### src/rtl/tpu_seq_ctrl_if.sv
// Command, input-stream and readout handshake bundle for tpu_seq_ctrl.
// The controller takes the slave view; whoever issues commands takes the master view.
interface tpu_seq_ctrl_if #(
  parameter int DW = 8
);
  logic          cmd_valid;
  logic [1:0]    cmd_op;
  logic          cmd_ready;
  logic          in_valid;
  logic [DW-1:0] in_data;
  logic          out_valid;
  logic [DW-1:0] out_data;

  modport master (
    output cmd_valid, cmd_op, in_valid, in_data,
    input  cmd_ready, out_valid, out_data
  );

  modport slave (
    input  cmd_valid, cmd_op, in_valid, in_data,
    output cmd_ready, out_valid, out_data
  );
endinterface

### src/rtl/tpu_seq_ctrl.sv
// Sequencer for an N x N systolic array: loads A/B buffers, streams skewed
// row/column feeds during COMPUTE, then drains the result chain during READ.
module tpu_seq_ctrl #(
  parameter int N  = 2,
  parameter int DW = 8
) (
  input  logic            clk,
  input  logic            rst_n,
  tpu_seq_ctrl_if.slave   bus,
  output logic            busy,
  output logic            err,
  output logic            arr_clr,
  output logic [N*DW-1:0] arr_a,
  output logic [N*DW-1:0] arr_b,
  output logic            arr_chain_en,
  input  logic [DW-1:0]   arr_chain_in
);

  localparam int NN   = N * N;
  localparam int AW   = $clog2(NN);
  localparam int KMAX = (NN > 3 * N) ? NN : 3 * N;
  localparam int CW   = $clog2(KMAX + 1);
  localparam logic [CW-1:0] K_LOAD_LAST = CW'(NN - 1);
  localparam logic [CW-1:0] K_COMP_LAST = CW'(3 * N - 2);

  typedef enum logic [2:0] {
    S_IDLE,
    S_LOAD_A,
    S_LOAD_B,
    S_COMPUTE,
    S_READ
  } state_e;

  typedef enum logic [1:0] {
    OP_LOAD_A  = 2'b00,
    OP_LOAD_B  = 2'b01,
    OP_COMPUTE = 2'b10,
    OP_READ    = 2'b11
  } op_e;

  state_e        state_q, state_d;
  logic [CW-1:0] k_q, k_d;
  logic [DW-1:0] a_q [NN];
  logic [DW-1:0] b_q [NN];
  logic          loaded_a_q, loaded_a_d;
  logic          loaded_b_q, loaded_b_d;
  logic          err_q, err_d;
  logic          out_valid_q;
  logic [DW-1:0] out_data_q;
  logic          idle, cmd_fire, a_we, b_we;
  op_e           op;

  assign idle     = (state_q == S_IDLE);
  assign cmd_fire = bus.cmd_valid && idle;
  assign op       = op_e'(bus.cmd_op);

  // NOTE: every signal written here gets a default first, so no path leaves it unassigned and no latch is inferred.
  always_comb begin
    state_d    = state_q;
    k_d        = k_q;
    loaded_a_d = loaded_a_q;
    loaded_b_d = loaded_b_q;
    err_d      = err_q;
    a_we       = 1'b0;
    b_we       = 1'b0;

    unique case (state_q)
      S_IDLE: begin
        if (cmd_fire) begin
          k_d = '0;
          case (op)
            OP_LOAD_A: state_d = S_LOAD_A;
            OP_LOAD_B: state_d = S_LOAD_B;
            OP_COMPUTE: begin
              state_d = S_COMPUTE;
              // Runs anyway on whatever the buffers hold; the flag records the misuse.
              if (!(loaded_a_q && loaded_b_q)) err_d = 1'b1;
            end
            default:   state_d = S_READ;
          endcase
        end
      end

      S_LOAD_A, S_LOAD_B: begin
        if (bus.in_valid) begin
          a_we = (state_q == S_LOAD_A);
          b_we = (state_q == S_LOAD_B);
          if (k_q == K_LOAD_LAST) begin
            state_d = S_IDLE;
            k_d     = '0;
            if (state_q == S_LOAD_A) loaded_a_d = 1'b1;
            else                     loaded_b_d = 1'b1;
          end else begin
            k_d = k_q + CW'(1);
          end
        end
      end

      S_COMPUTE: begin
        if (k_q == K_COMP_LAST) begin
          state_d = S_IDLE;
          k_d     = '0;
        end else begin
          k_d = k_q + CW'(1);
        end
      end

      S_READ: begin
        if (k_q == K_LOAD_LAST) begin
          state_d = S_IDLE;
          k_d     = '0;
        end else begin
          k_d = k_q + CW'(1);
        end
      end

      default: state_d = S_IDLE;
    endcase
  end

  // Feed step t = k-1; lane l carries element (l, t-l) of A and (t-l, l) of B,
  // so iterating over the in-lane offset d and matching l+d+1 == k covers the
  // whole wavefront and leaves c=0 and the drain steps at zero.
  always_comb begin
    arr_a = '0;
    arr_b = '0;
    if (state_q == S_COMPUTE) begin
      for (int l = 0; l < N; l++) begin
        for (int d = 0; d < N; d++) begin
          if (CW'(l + d + 1) == k_q) begin
            arr_a[l*DW +: DW] = a_q[AW'(l*N + d)];
            arr_b[l*DW +: DW] = b_q[AW'(d*N + l)];
          end
        end
      end
    end
  end

  assign arr_clr       = (state_q == S_COMPUTE) && (k_q == '0);
  assign arr_chain_en  = (state_q == S_READ);
  assign bus.cmd_ready = idle;
  assign busy          = !idle;
  assign err           = err_q;
  assign bus.out_valid = out_valid_q;
  assign bus.out_data  = out_data_q;

  // NOTE: the matrix buffers are cleared by reset too, because a COMPUTE issued before any load must see zeros.
  always_ff @(posedge clk or negedge rst_n) begin
    if (!rst_n) begin
      state_q     <= S_IDLE;
      k_q         <= '0;
      loaded_a_q  <= 1'b0;
      loaded_b_q  <= 1'b0;
      err_q       <= 1'b0;
      out_valid_q <= 1'b0;
      out_data_q  <= '0;
      for (int i = 0; i < NN; i++) begin
        a_q[i] <= '0;
        b_q[i] <= '0;
      end
    end else begin
      // NOTE: state registers use non-blocking assignment so every flop samples pre-edge values.
      state_q     <= state_d;
      k_q         <= k_d;
      loaded_a_q  <= loaded_a_d;
      loaded_b_q  <= loaded_b_d;
      err_q       <= err_d;
      out_valid_q <= arr_chain_en;
      if (arr_chain_en) out_data_q <= arr_chain_in;
      if (a_we) a_q[k_q[AW-1:0]] <= bus.in_data;
      if (b_we) b_q[k_q[AW-1:0]] <= bus.in_data;
    end
  end

endmodule

### src/flat_wrapper.sv
// flat-port wrapper written by rule: the top's interface ports become plain ports
module tpu_seq_ctrl_flat 
#(
  parameter int N  = 2,
  parameter int DW = 8
)
  (clk, rst_n, busy, err, arr_clr, arr_a, arr_b, arr_chain_en, arr_chain_in, bus_cmd_valid, bus_cmd_op, bus_in_valid, bus_in_data, bus_cmd_ready, bus_out_valid, bus_out_data);
  tpu_seq_ctrl_if #(.DW(DW)) bus_i ();
  input  logic clk;
  input  logic rst_n;
  output logic busy;
  output logic err;
  output logic arr_clr;
  output logic [N*DW-1:0] arr_a;
  output logic [N*DW-1:0] arr_b;
  output logic arr_chain_en;
  input  logic [DW-1:0] arr_chain_in;
  input wire logic [$bits(bus_i.cmd_valid)-1:0] bus_cmd_valid;
  input wire logic [$bits(bus_i.cmd_op)-1:0] bus_cmd_op;
  input wire logic [$bits(bus_i.in_valid)-1:0] bus_in_valid;
  input wire logic [$bits(bus_i.in_data)-1:0] bus_in_data;
  output wire logic [$bits(bus_i.cmd_ready)-1:0] bus_cmd_ready;
  output wire logic [$bits(bus_i.out_valid)-1:0] bus_out_valid;
  output wire logic [$bits(bus_i.out_data)-1:0] bus_out_data;
  assign bus_i.cmd_valid = bus_cmd_valid;
  assign bus_i.cmd_op = bus_cmd_op;
  assign bus_i.in_valid = bus_in_valid;
  assign bus_i.in_data = bus_in_data;
  assign bus_cmd_ready = bus_i.cmd_ready;
  assign bus_out_valid = bus_i.out_valid;
  assign bus_out_data = bus_i.out_data;
  tpu_seq_ctrl #(.N(N), .DW(DW)) u_core (.clk(clk), .rst_n(rst_n), .bus(bus_i), .busy(busy), .err(err), .arr_clr(arr_clr), .arr_a(arr_a), .arr_b(arr_b), .arr_chain_en(arr_chain_en), .arr_chain_in(arr_chain_in));
endmodule
### config.mk
export PLATFORM = sky130hd
export DESIGN_NAME = tpu_seq_ctrl_flat
export DESIGN_NICKNAME = d
export VERILOG_FILES = /design/src/rtl/tpu_seq_ctrl_if.sv /design/src/rtl/tpu_seq_ctrl.sv /design/src/flat_wrapper.sv
export SDC_FILE = /design/constraint.sdc
export NUM_CORES = 1
export LEC_CHECK = 0
export ABC_AREA = 1
export ABC_CLOCK_PERIOD_IN_PS = 2400
export BUFFER_PORTS_ARGS = -buffer_cell sky130_fd_sc_hd__buf_4
export CORE_AREA = 2 2 103 105
export CTS_CLUSTER_DIAMETER = 60
export CTS_CLUSTER_SIZE = 24
export DETAILED_ROUTE_END_ITERATION = 10
export DIE_AREA = 0 0 105 107
export PLACE_DENSITY_LB_ADDON = 0.15
export SYNTH_ARGS = -nofsm -noshare
export SYNTH_HDL_FRONTEND = slang
export SYNTH_SLANG_ARGS = --single-unit
### constraint.sdc
create_clock -name clk -period 2.4 [get_ports clk]
set_input_delay 0.6 -clock clk [delete_from_list [all_inputs] [get_ports clk]]
set_output_delay 0.6 -clock clk [all_outputs]
set_load 0.1 [all_outputs]
=== After elaboration in Yosys (flattened, before gate mapping) ===
Cells that the tools add are included.

* $add $sub $neg: 1
* Magnitude comparators: 2
* Eq/ne operators: 14
* Multiplexer cells: 29
* Bitwise gates (word level): 3
* Reductions and logical operators: 15

{| class="wikitable"
|+ Operator list
! kind !! count
|-
| 8-bit two-way mux || 9
|-
| 32-bit bitwise mux || 2
|-
| 16-bit two-way mux || 2
|-
| 3-bit two-way mux || 8
|-
| 3-bit one-hot mux with 4 select lines || 2
|-
| 8-bit demux with 2-bit select || 1
|-
| 4-bit AND reduction || 3
|-
| 3-bit by 2-bit equality test with 1-bit output (second input constant) || 3
|-
| 3-bit one-hot mux with 3 select lines || 1
|-
| 2-bit by 3-bit equality test with 1-bit output (first input constant) || 2
|-
| 3-bit equality test (second input constant) || 2
|-
| 3-bit zero test || 2
|-
| 3-bit AND reduction || 2
|-
| 1-bit logical AND || 4
|-
| 1-bit two-way mux || 4
|-
| 2-bit != test (second input constant) || 2
|-
| 4-bit nonzero test || 1
|-
| 3-bit by 1-bit adder with 3-bit output (second input constant) || 1
|-
| 1-bit by 3-bit equality test with 1-bit output (first input constant) || 1
|-
| 3-bit by 1-bit equality test with 1-bit output (second input constant) || 1
|-
| 3-bit greater-or-equal comparator (second input constant) || 1
|-
| 3-bit by 1-bit < comparator with 1-bit output (second input constant) || 1
|-
| 2-bit NOT with 3-bit output || 1
|-
| 2-bit by 1-bit equality test with 1-bit output (second input constant) || 1
|-
| 6 further kinds || 7
|}

* Bits in registers: 82
* Bits of input ports: 22
* Output and inout bits: 46
* Word-level logic and storage cells: 79

=== Longest topological paths before layout ===
Gate-level depths: netlist of the first run.

* Depth after elaboration: 6
* Depth in mapped cells: 8
* Mapped depth without buffers: 8

=== Worst setup path before layout of the first run ===
OpenSTA, ideal clock, no wires.

* Path type: register to output
* From: register u_core.k_q[1]
* To: output arr_a[0]
* Data arrival time: 2655 ps
* Data required time: 1800 ps
* Path slack: -855 ps
* Cell stages (with the launch flop): 7
* Path buffers: 0
* Cell sequence: dfrtp_1 -> inv_1 -> ha_1 -> nand2_2 -> nor2_1 -> nand2_1 -> a21oi_1

* Cells in the longest elaborated chain, start to end: 4
* Elaborated cells between the ends (all ways): 5
* Those cells by class: 2 x eq/ne; 3 x mux

{| class="wikitable"
|+ RTL lines
! element !! RTL line !! RTL
|-
| start: declaration || tpu_seq_ctrl.sv:42 || <nowiki>logic [CW-1:0] k_q, k_d;</nowiki>
|-
| start signal: assignment || tpu_seq_ctrl.sv:164 || <nowiki>k_q <= k_d;</nowiki>
|-
| 1-bit by 3-bit equality test with 1-bit output || tpu_seq_ctrl.sv:130 || <nowiki>if (CW'(l + d + 1) == k_q) begin</nowiki>
|-
| 8-bit two-way mux || tpu_seq_ctrl.sv:130 ||
|-
| 8-bit two-way mux * || tpu_seq_ctrl.sv:130 ||
|-
| 16-bit two-way mux * || tpu_seq_ctrl.sv:127 || <nowiki>if (state_q == S_COMPUTE) begin</nowiki>
|-
| end: declaration || flat_wrapper.sv:14 || <nowiki>output logic [N*DW-1:0] arr_a;</nowiki>
|}

Every way passes the cells marked *; elsewhere a longest branch is shown, timed or not.

=== Final worst setup path of the first run ===
* From: register u_core.k_q[0]
* To: output arr_a[5]

The elaborated chain is that of the path after synthesis.

==> impl_metrics.json, run 1 <==
{
  "ys_types": 21,
  "slew_headroom": 0.565,
  "wirelength_um": 6280,
  "core.rowCount": 37,
  "overflow": 0,
  "dpl_cell_area_mm2": 0.00321,
  "critical_path.max_stage_delay_ps": 430,
  "ys_ff_latch": 50,
  "critical_path_arrival_ps": 1750,
  "p_per_area_mw_per_mm2": 1230,
  "timing.fmax_ghz": 0.426,
  "critPathLaunchType": "flip-flop",
  "min_period_ps": 2350,
  "setup_viol": 0,
  "fp.coreArea_mm2": 0.0101,
  "io_pins": 68,
  "numCtsBuffers": 5,
  "place_hpwl_um": 4630,
  "dieArea_mm2": 0.0112,
  "syn_inst": 302,
  "root_buffer": "clkbuf_8",
  "cap_violations": 0,
  "dp_worst_setup_slack_ps": 91.5,
  "total_power_mw": 4.54,
  "cts_tree": "done",
  "dp.cells": 497,
  "grt_pass1_wl_um": 10600,
  "final_util": 0.365,
  "synth_area_mm2": 0.00248,
  "timing.final.crit_share": 0.977,
  "ys_seq_area_frac": 0.505,
  "cp_num_buf_inv": 4,
  "critPathMostFrequentCell": "inv_2",
  "worstPathMaxFanout": 7,
  "worstSkewPairLatency_ps": 310,
  "yosysWarnings": 0,
  "fin_skew_ps": 11.0,
  "routabilityCongestion": 0.705,
  "clk_pin_slew_ps": 100,
  "postSynthAreaPerCell_um2": 8.21,
  "worstPathCellList": "inv_2 > ha_4 > nand2_1 > inv_2 > buf_6 > nand2_2 > a21oi_4 > buf_12",
  "antenna_found_initial": 0,
  "num_antenna_cells": 0,
  "die_height_um": 107,
  "required_ps": 1800,
  "tns_ps": 0,
  "drtPass1Iterations": 4,
  "layout_common_cells": "nand2_1, dfrtp_1, buf_4",
  "grt_pass1_vias": 2166,
  "path_class": "reg -> out",
  "layout-drive-gt1-share": 0.378,
  "p_leak_nw": 1.70,
  "hold_violations": 0,
  "final_common_cell": "nand2_1",
  "htree_levels": 2,
  "nets": 406,
  "cp_slowest_cell": "dfrtp_1",
  "drt_iter0_markers": 89,
  "worst_slack_ps": 54.9,
  "wl_per_cell_um": 12.3,
  "crit_family": "buffers and inverters",
  "cp-end-kind": "primary output",
  "via_per_inst": 4.12,
  "fin_cells": 512,
  "vias": 2110,
  "cts_buffer_depth": 2,
  "fill_cells": 1082,
  "grt_max_degree": 51,
  "initial_core_util": 0.246,
  "drc_errors": 0,
  "holdBufCountCts": 0,
  "areaGrowthSynthToFinish_pct": 48.5,
  "slew_viol_final": 0,
  "io_buffers": 59,
  "hold_path_class": "in -> async",
  "die_w_um": 105,
  "outcome": "finished, final reports clean",
  "rsz0062_at_grt": "yes",
  "ir_worst_vdd_mv": 0.715,
  "detail-route-antenna-nets": 0,
  "worst_hold_slack_ps": 309,
  "gr-usage-all-layers": 0.118,
  "final_area_mm2": 0.00368,
  "clock-sinks": 50,
  "tightest_slew_ps": 652
}
-- flip-flops by register name (all words and copies together), names as in the netlist --
| register | flops |
|---|---|
| u_core.a_q | 16 |
| u_core.b_q | 16 |
| u_core.bus.out_data | 8 |
| u_core.k_q | 3 |
| u_core.state_q | 3 |
| u_core.bus.out_valid | 1 |
| u_core.err | 1 |
| u_core.loaded_a_q | 1 |
| u_core.loaded_b_q | 1 |
-- cell usage after synthesis, drive strengths merged --
cell	number	area share
nor2	24	0.036
a41o	2	0.0081
nand2	112	0.18
dfrtp	50	0.50
inv	27	0.042
clkinv	1	0.0015
conb	1	0.0015
ha	9	0.045
a31o	1	0.0035
buf	14	0.036
o21ai	37	0.075
a21oi	11	0.027
nand3	13	0.042
-- worst paths after layout --
kind | start | endpoint | slack, ps | cells past startpoint
min | rst_n | u_core.a_q[17]$_DFFE_PN0P_ | 310 | 1
max reg2reg | u_core.k_q[1]$_DFFE_PN0P_ | u_core.k_q[1]$_DFFE_PN0P_ | 800 | 9
min in group clk | arr_chain_in[6] | u_core.bus.out_data[6]$_DFFE_PN0P_ | 480 | 3
max | u_core.k_q[0]$_DFFE_PN0P_ | arr_a[5] | 50 | 8
min reg2reg | u_core.err$_DFFE_PN0P_ | u_core.err$_DFFE_PN0P_ | 490 | 1
max in group asynchronous | rst_n | u_core.loaded_a_q$_DFFE_PN0P_ | 1650 | 1
-- repair_timing --
action                                  CTS  global route
cloned                                    0             0
endpoints found under the setup margin   16            18
hold endpoints to repair                  0             0
buffers inserted                          7             1
gates resized for setup                  30            44
pin swaps                                 4             9
-- final cells by class --
cell class / count / area [µm²] / share of cell area
tap: 136 / 170 / 0.0462
inverter: 28 / 108 / 0.0292
multi-input combinational: 217 / 1250 / 0.340
clock buffer: 6 / 82.6 / 0.0224
sequential: 50 / 1250 / 0.340
clock inverter: 2 / 38.8 / 0.0105
timing repair buffer: 73 / 778 / 0.211
-- power by group --
| group | leakage [nW] | internal, mW | switching [mW] |
|---|---|---|---|
| registers | 0.639 | 1.21 | 0.236 |
| logic | 0.999 | 0.670 | 1.79 |
| clock network | 0.0618 | 0.343 | 0.293 |
| total | 1.70 | 2.23 | 2.32 |
-- layer usage --
| layer | GRT usage | wire [µm] | part of all wire |
|---|---|---|---|
| met2 | 0.197 | 2930 | 0.47 |
| met5 | 0 | 0 | 0 |
| met4 | 0.0324 | 37 | 0.0059 |
| met3 | 0.0316 | 379 | 0.060 |
| met1 | 0.152 | 2930 | 0.47 |
-- cell families (layout without fill, tap and decap cells) --
logic type | count (synthesis) | after routing | share of synthesized area
simple gates | 149 | 149 | 0.255
compound gates | 51 | 51 | 0.113
flops | 50 | 50 | 0.505
buf+inv | 42 | 109 | 0.0798
fa+ha+maj | 9 | 9 | 0.0454
other cells | 1 | 8 | 0.00151
Power figures use the tool's default switching activity.
==> run 2: changes to the inputs <==
--- a/config.mk
+++ b/config.mk
@@ -8,11 +8,11 @@
 export ABC_AREA = 1
 export ABC_CLOCK_PERIOD_IN_PS = 2400
 export BUFFER_PORTS_ARGS = -buffer_cell sky130_fd_sc_hd__buf_4
-export CORE_AREA = 2 2 103 105
+export CORE_AREA = 2 2 88 90
 export CTS_CLUSTER_DIAMETER = 60
 export CTS_CLUSTER_SIZE = 24
 export DETAILED_ROUTE_END_ITERATION = 10
-export DIE_AREA = 0 0 105 107
+export DIE_AREA = 0 0 90 92
 export PLACE_DENSITY_LB_ADDON = 0.15
 export SYNTH_ARGS = -nofsm -noshare
 export SYNTH_HDL_FRONTEND = slang
==> impl_metrics.json, run 2 (same netlist as run 1, synthesis figures left out) <==
{
  "required_ps": 1800,
  "clock-sinks": 50,
  "critPathMostFrequentCell": "buf_12",
  "die_height_um": 92,
  "layout-drive-gt1-share": 0.377,
  "fp.coreArea_mm2": 0.00745,
  "dieArea_mm2": 0.00828,
  "htree_levels": 2,
  "timing.final.crit_share": 0.989,
  "final_common_cell": "nand2_1",
  "holdBufCountCts": 0,
  "p_per_area_mw_per_mm2": 1250,
  "antenna_found_initial": 0,
  "worstPathCellList": "buf_6 > ha_4 > nand2_2 > inv_2 > buf_12 > buf_16 > nand2_1 > a21oi_4 > buf_12",
  "cp_num_buf_inv": 5,
  "wirelength_um": 6080,
  "nets": 405,
  "critPathLaunchType": "flip-flop",
  "critical_path_arrival_ps": 1770,
  "routabilityCongestion": 0.785,
  "p_leak_nw": 1.68,
  "via_per_inst": 4.43,
  "cts_buffer_depth": 2,
  "dpl_cell_area_mm2": 0.00316,
  "setup_viol": 0,
  "crit_family": "buffers and inverters",
  "wl_per_cell_um": 12.8,
  "grt_pass1_wl_um": 10400,
  "cp_slowest_cell": "dfrtp_1",
  "drc_errors": 0,
  "numCtsBuffers": 5,
  "final_area_mm2": 0.00357,
  "slew_viol_final": 0,
  "tightest_slew_ps": 657,
  "r2r-start": "u_core.k_q[0]$_DFFE_PN0P_",
  "cp-end-kind": "primary output",
  "hold_violations": 0,
  "vias": 2110,
  "clk_pin_slew_ps": 90,
  "startpoint": "u_core.k_q[1]$_DFFE_PN0P_",
  "worstPathMaxFanout": 8,
  "io_pins": 68,
  "overflow": 0,
  "layout_common_cells": "nand2_1, buf_4, dfrtp_1",
  "cts_tree": "done",
  "areaGrowthSynthToFinish_pct": 43.9,
  "fin_skew_ps": 2.89,
  "slew_headroom": 0.562,
  "io_buffers": 59,
  "num_antenna_cells": 0,
  "detail-route-antenna-nets": 0,
  "grt_pass1_vias": 2086,
  "grt_max_degree": 51,
  "core.rowCount": 32,
  "gr-usage-all-layers": 0.156,
  "drt_iter0_markers": 116,
  "min_period_ps": 2370,
  "timing.fmax_ghz": 0.421,
  "initial_core_util": 0.333,
  "path_class": "reg -> out",
  "place_hpwl_um": 4270,
  "ir_worst_vdd_mv": 0.706,
  "hold_path_class": "in -> async",
  "die_w_um": 90,
  "final_util": 0.479,
  "root_buffer": "clkbuf_8",
  "worstSkewPairLatency_ps": 300,
  "outcome": "finished, final reports clean",
  "drtPass1Iterations": 4,
  "rsz0062_at_grt": "yes",
  "critical_path.max_stage_delay_ps": 400,
  "cap_violations": 0
}
## run 2: changes by cell type in the layout (fill, tap and decap cells not counted), moves of 2 or more
| cell | delta |
|---|---|
| buf_12 | -5 |
| buf_4 | +4 |
| buf_6 | -2 |
| nand2_1 | -2 |
## run 2: per-stage QoR
step	setup WS, ps	std cells	TNS, ps	hold WS (ps)	power [mW]
global route	-49.1	476	-228	360	4.78
global placement	99.5	461	0	459	3.76
finish	27.0	476	0	320	4.47
floorplan	-287	309	-2010	304	3.25
detailed placement	45.9	461	0	459	3.77
CTS	-11.6	475	-11.6	346	4.41
## run 2: layout make-up
cell class	count	area, µm²
fill	761	3880
multi-input combinational	217	1270
sequential	50	1250
timing repair buffer	72	728
tap	102	128
inverter	28	108
clock buffer	6	72.6
clock inverter	1	7.51
## run 2: path summary, 6_finish.rpt
| kind | end | slack, ps | cells after the start |
|---|---|---|---|
| worst min register to register | u_core.loaded_a_q$_DFFE_PN0P_ | 470 | 1 |
| worst max-delay path | arr_a[6] | 30 | 9 |
| worst max register to register | u_core.k_q[1]$_DFFE_PN0P_ | 830 | 9 |
| min in group clk | u_core.loaded_a_q$_DFFE_PN0P_ | 470 | 1 |
| worst min-delay path | u_core.b_q[22]$_DFFE_PN0P_ | 320 | 1 |
| max in group asynchronous | u_core.loaded_b_q$_DFFE_PN0P_ | 1640 | 1 |
## run 2: routing by layer
| metal | routed length [µm] | GRT usage | up-vias |
|---|---|---|---|
| met5 | 0 | 0 | - |
| met4 | 85 | 0.0397 | 0 |
| met3 | 342 | 0.0419 | 7 |
| met2 | 2730 | 0.246 | 54 |
| met1 | 2920 | 0.214 | 967 |
| li1 | - | - | 1082 |
## run 2: where the power goes
part / internal [mW] / leakage (nW) / total [mW] / switching [mW]
sequential: 1.21 / 0.639 / 1.46 / 0.243
clock: 0.200 / 0.0373 / 0.467 / 0.267
combinational: 0.730 / 1.00 / 2.55 / 1.82
total: 2.14 / 1.68 / 4.47 / 2.33
## run 2: timing repair
action	in CTS	in global routing
buffers inserted	6	2
resized for setup	28	30
cloned	1	0
endpoints found under the setup margin	13	17
endpoints found under the hold margin	0	0
pin swaps	7	8
==> run 3: changes to the inputs <==
--- a/config.mk
+++ b/config.mk
@@ -8,12 +8,13 @@
 export ABC_AREA = 1
 export ABC_CLOCK_PERIOD_IN_PS = 2400
 export BUFFER_PORTS_ARGS = -buffer_cell sky130_fd_sc_hd__buf_4
-export CORE_AREA = 2 2 88 90
+export CORE_AREA = 3 3 89 91
 export CTS_CLUSTER_DIAMETER = 60
 export CTS_CLUSTER_SIZE = 24
 export DETAILED_ROUTE_END_ITERATION = 10
-export DIE_AREA = 0 0 90 92
+export DIE_AREA = 0 0 92 94
 export PLACE_DENSITY_LB_ADDON = 0.15
+export RECOVER_POWER = 50
 export SYNTH_ARGS = -nofsm -noshare
 export SYNTH_HDL_FRONTEND = slang
 export SYNTH_SLANG_ARGS = --single-unit
==> impl_metrics.json, run 3 (same netlist as run 1, synthesis figures left out) <==
{
  "outcome": "finished, final reports clean",
  "hold_path_startpoint": "u_core.err$_DFFE_PN0P_",
  "worstSkewPairLatency_ps": 310,
  "hold_path_class": "reg -> reg",
  "clk_pin_slew_ps": 90,
  "worstPathMaxFanout": 8,
  "holdBufCountCts": 0,
  "io_buffers": 59,
  "slew_headroom": 0.152,
  "num_antenna_cells": 0,
  "worstPathCellList": "buf_6 > ha_4 > nand2_2 > inv_4 > clkbuf_16 > nand2_1 > a21oi_2 > buf_12",
  "drtPass1Iterations": 4,
  "fin_skew_ps": 7.05,
  "tightest_slew_ps": 1270,
  "wl_per_cell_um": 12.7,
  "detail-route-antenna-nets": 0,
  "drt_iter0_markers": 92,
  "fill_cells": 701,
  "numCtsBuffers": 5,
  "ir_worst_vdd_mv": 0.930,
  "dpl_cell_area_mm2": 0.00317,
  "worstRegToRegCells": 8,
  "via_per_inst": 4.51,
  "vias": 2132,
  "die_w_um": 92,
  "grt_max_degree": 51,
  "hold_violations": 0,
  "grt_pass1_vias": 2073,
  "required_ps": 1800,
  "core.rowCount": 31,
  "layout-drive-gt1-share": 0.366,
  "nets": 404,
  "clock-sinks": 50,
  "fp.coreArea_mm2": 0.00721,
  "overflow": 0,
  "rsz0062_at_grt": "yes",
  "critical_path_arrival_ps": 1750,
  "cap_violations": 0,
  "critical_path.max_stage_delay_ps": 430,
  "p_leak_nw": 1.66,
  "initial_core_util": 0.344,
  "root_buffer": "clkbuf_8",
  "die_height_um": 94,
  "final_common_cell": "nand2_1",
  "critPathLaunchType": "flip-flop",
  "cts_buffer_depth": 2,
  "gr-usage-all-layers": 0.143,
  "setup_viol": 0,
  "timing.final.crit_share": 0.980,
  "min_path_cells": 1,
  "dieArea_mm2": 0.00865,
  "antenna_found_initial": 0,
  "min_period_ps": 2350,
  "layout_common_cells": "nand2_1, buf_4, dfrtp_1",
  "wirelength_um": 6010,
  "grt_pass1_wl_um": 9870,
  "cts_tree": "done",
  "routabilityCongestion": 0.734,
  "r2r_end": "u_core.k_q[1]$_DFFE_PN0P_",
  "slew_viol_final": 0,
  "cp-end-kind": "primary output",
  "crit_family": "buffers and inverters",
  "io_pins": 68,
  "p_per_area_mw_per_mm2": 1270,
  "hold_end": "u_core.err$_DFFE_PN0P_",
  "r2r-start": "u_core.k_q[1]$_DFFE_PN0P_",
  "worst_hold_slack_ps": 482,
  "path_class": "reg -> out",
  "place_hpwl_um": 4220,
  "rrSetupSlack_ps": 910,
  "areaGrowthSynthToFinish_pct": 40.8,
  "cp_num_buf_inv": 4,
  "drc_errors": 0,
  "timing.fmax_ghz": 0.425,
  "htree_levels": 2,
  "cp_slowest_cell": "dfrtp_1",
  "final_area_mm2": 0.00349
}
[run 3: cell count changes in the layout (fill, tap and decap cells not counted), moves of 3 or more]
cell,change
a21oi_2,+3
a21oi_4,-3
buf_12,-6
buf_8,+6
nand2_1,+5
nand2_2,-4
[run 3: what timing repair did]
| item | 4_1_cts | 5_1_grt |
|---|---|---|
| setup endpoints to repair | 17 | 25 |
| pin swaps | 4 | 6 |
| resized for setup | 20 | 24 |
| buffers inserted | 4 | 1 |
| cloned | 0 | 1 |
[run 3: area by class of cell]
cell class,count,area [µm²],share of cell area
clock buffer,5,68.8,0.0197
multi-input combinational,217,1240,0.355
sequential,50,1250,0.359
clock inverter,3,18.8,0.00538
inverter,28,110,0.0316
timing repair buffer,71,678,0.194
tap,99,124,0.0355
[run 3: where the power goes]
| group | switching, mW | internal (mW) |
|---|---|---|
| sequential | 0.240 | 1.21 |
| clock | 0.288 | 0.206 |
| combinational | 1.80 | 0.699 |
[run 3: how the worst max path moves through the flow]
stage               endpoint  slack [ps]                 startpoint  depth (start not counted)
floorplan           arr_a[0]        -290  u_core.k_q[1]$_DFFE_PN0P_                          6
global placement    arr_a[6]         180  u_core.k_q[1]$_DFFE_PN0P_                          7
detailed placement  arr_a[6]         120  u_core.k_q[1]$_DFFE_PN0P_                          7
CTS                 arr_a[2]          10  u_core.k_q[1]$_DFFE_PN0P_                          7
global route        arr_a[5]         -20  u_core.k_q[1]$_DFFE_PN0P_                          8
finish              arr_a[4]          50  u_core.k_q[1]$_DFFE_PN0P_                          8
[run 3: stage by stage]
step | total power, mW | setup WS (ps) | setup TNS, ps | std cells | util
after CTS | 4.37 | 14.5 | 0 | 471 | 0.467
after floorplan | 3.25 | -287 | -2010 | 309 | -
final | 4.45 | 47.1 | 0 | 473 | 0.484
after global placement | 3.76 | 180 | 0 | 459 | 0.439
after global routing | 4.76 | -20.6 | -65.1 | 473 | 0.484
after detailed placement | 3.79 | 121 | 0 | 459 | 0.439
[run 3: metal layers]
layer,global-route usage,part of all wire,vias to the layer above
met2,0.227,0.46,53
met5,0,0,-
li1,-,-,1081
met4,0.0347,0.0088,0
met3,0.0345,0.051,5
met1,0.196,0.48,993
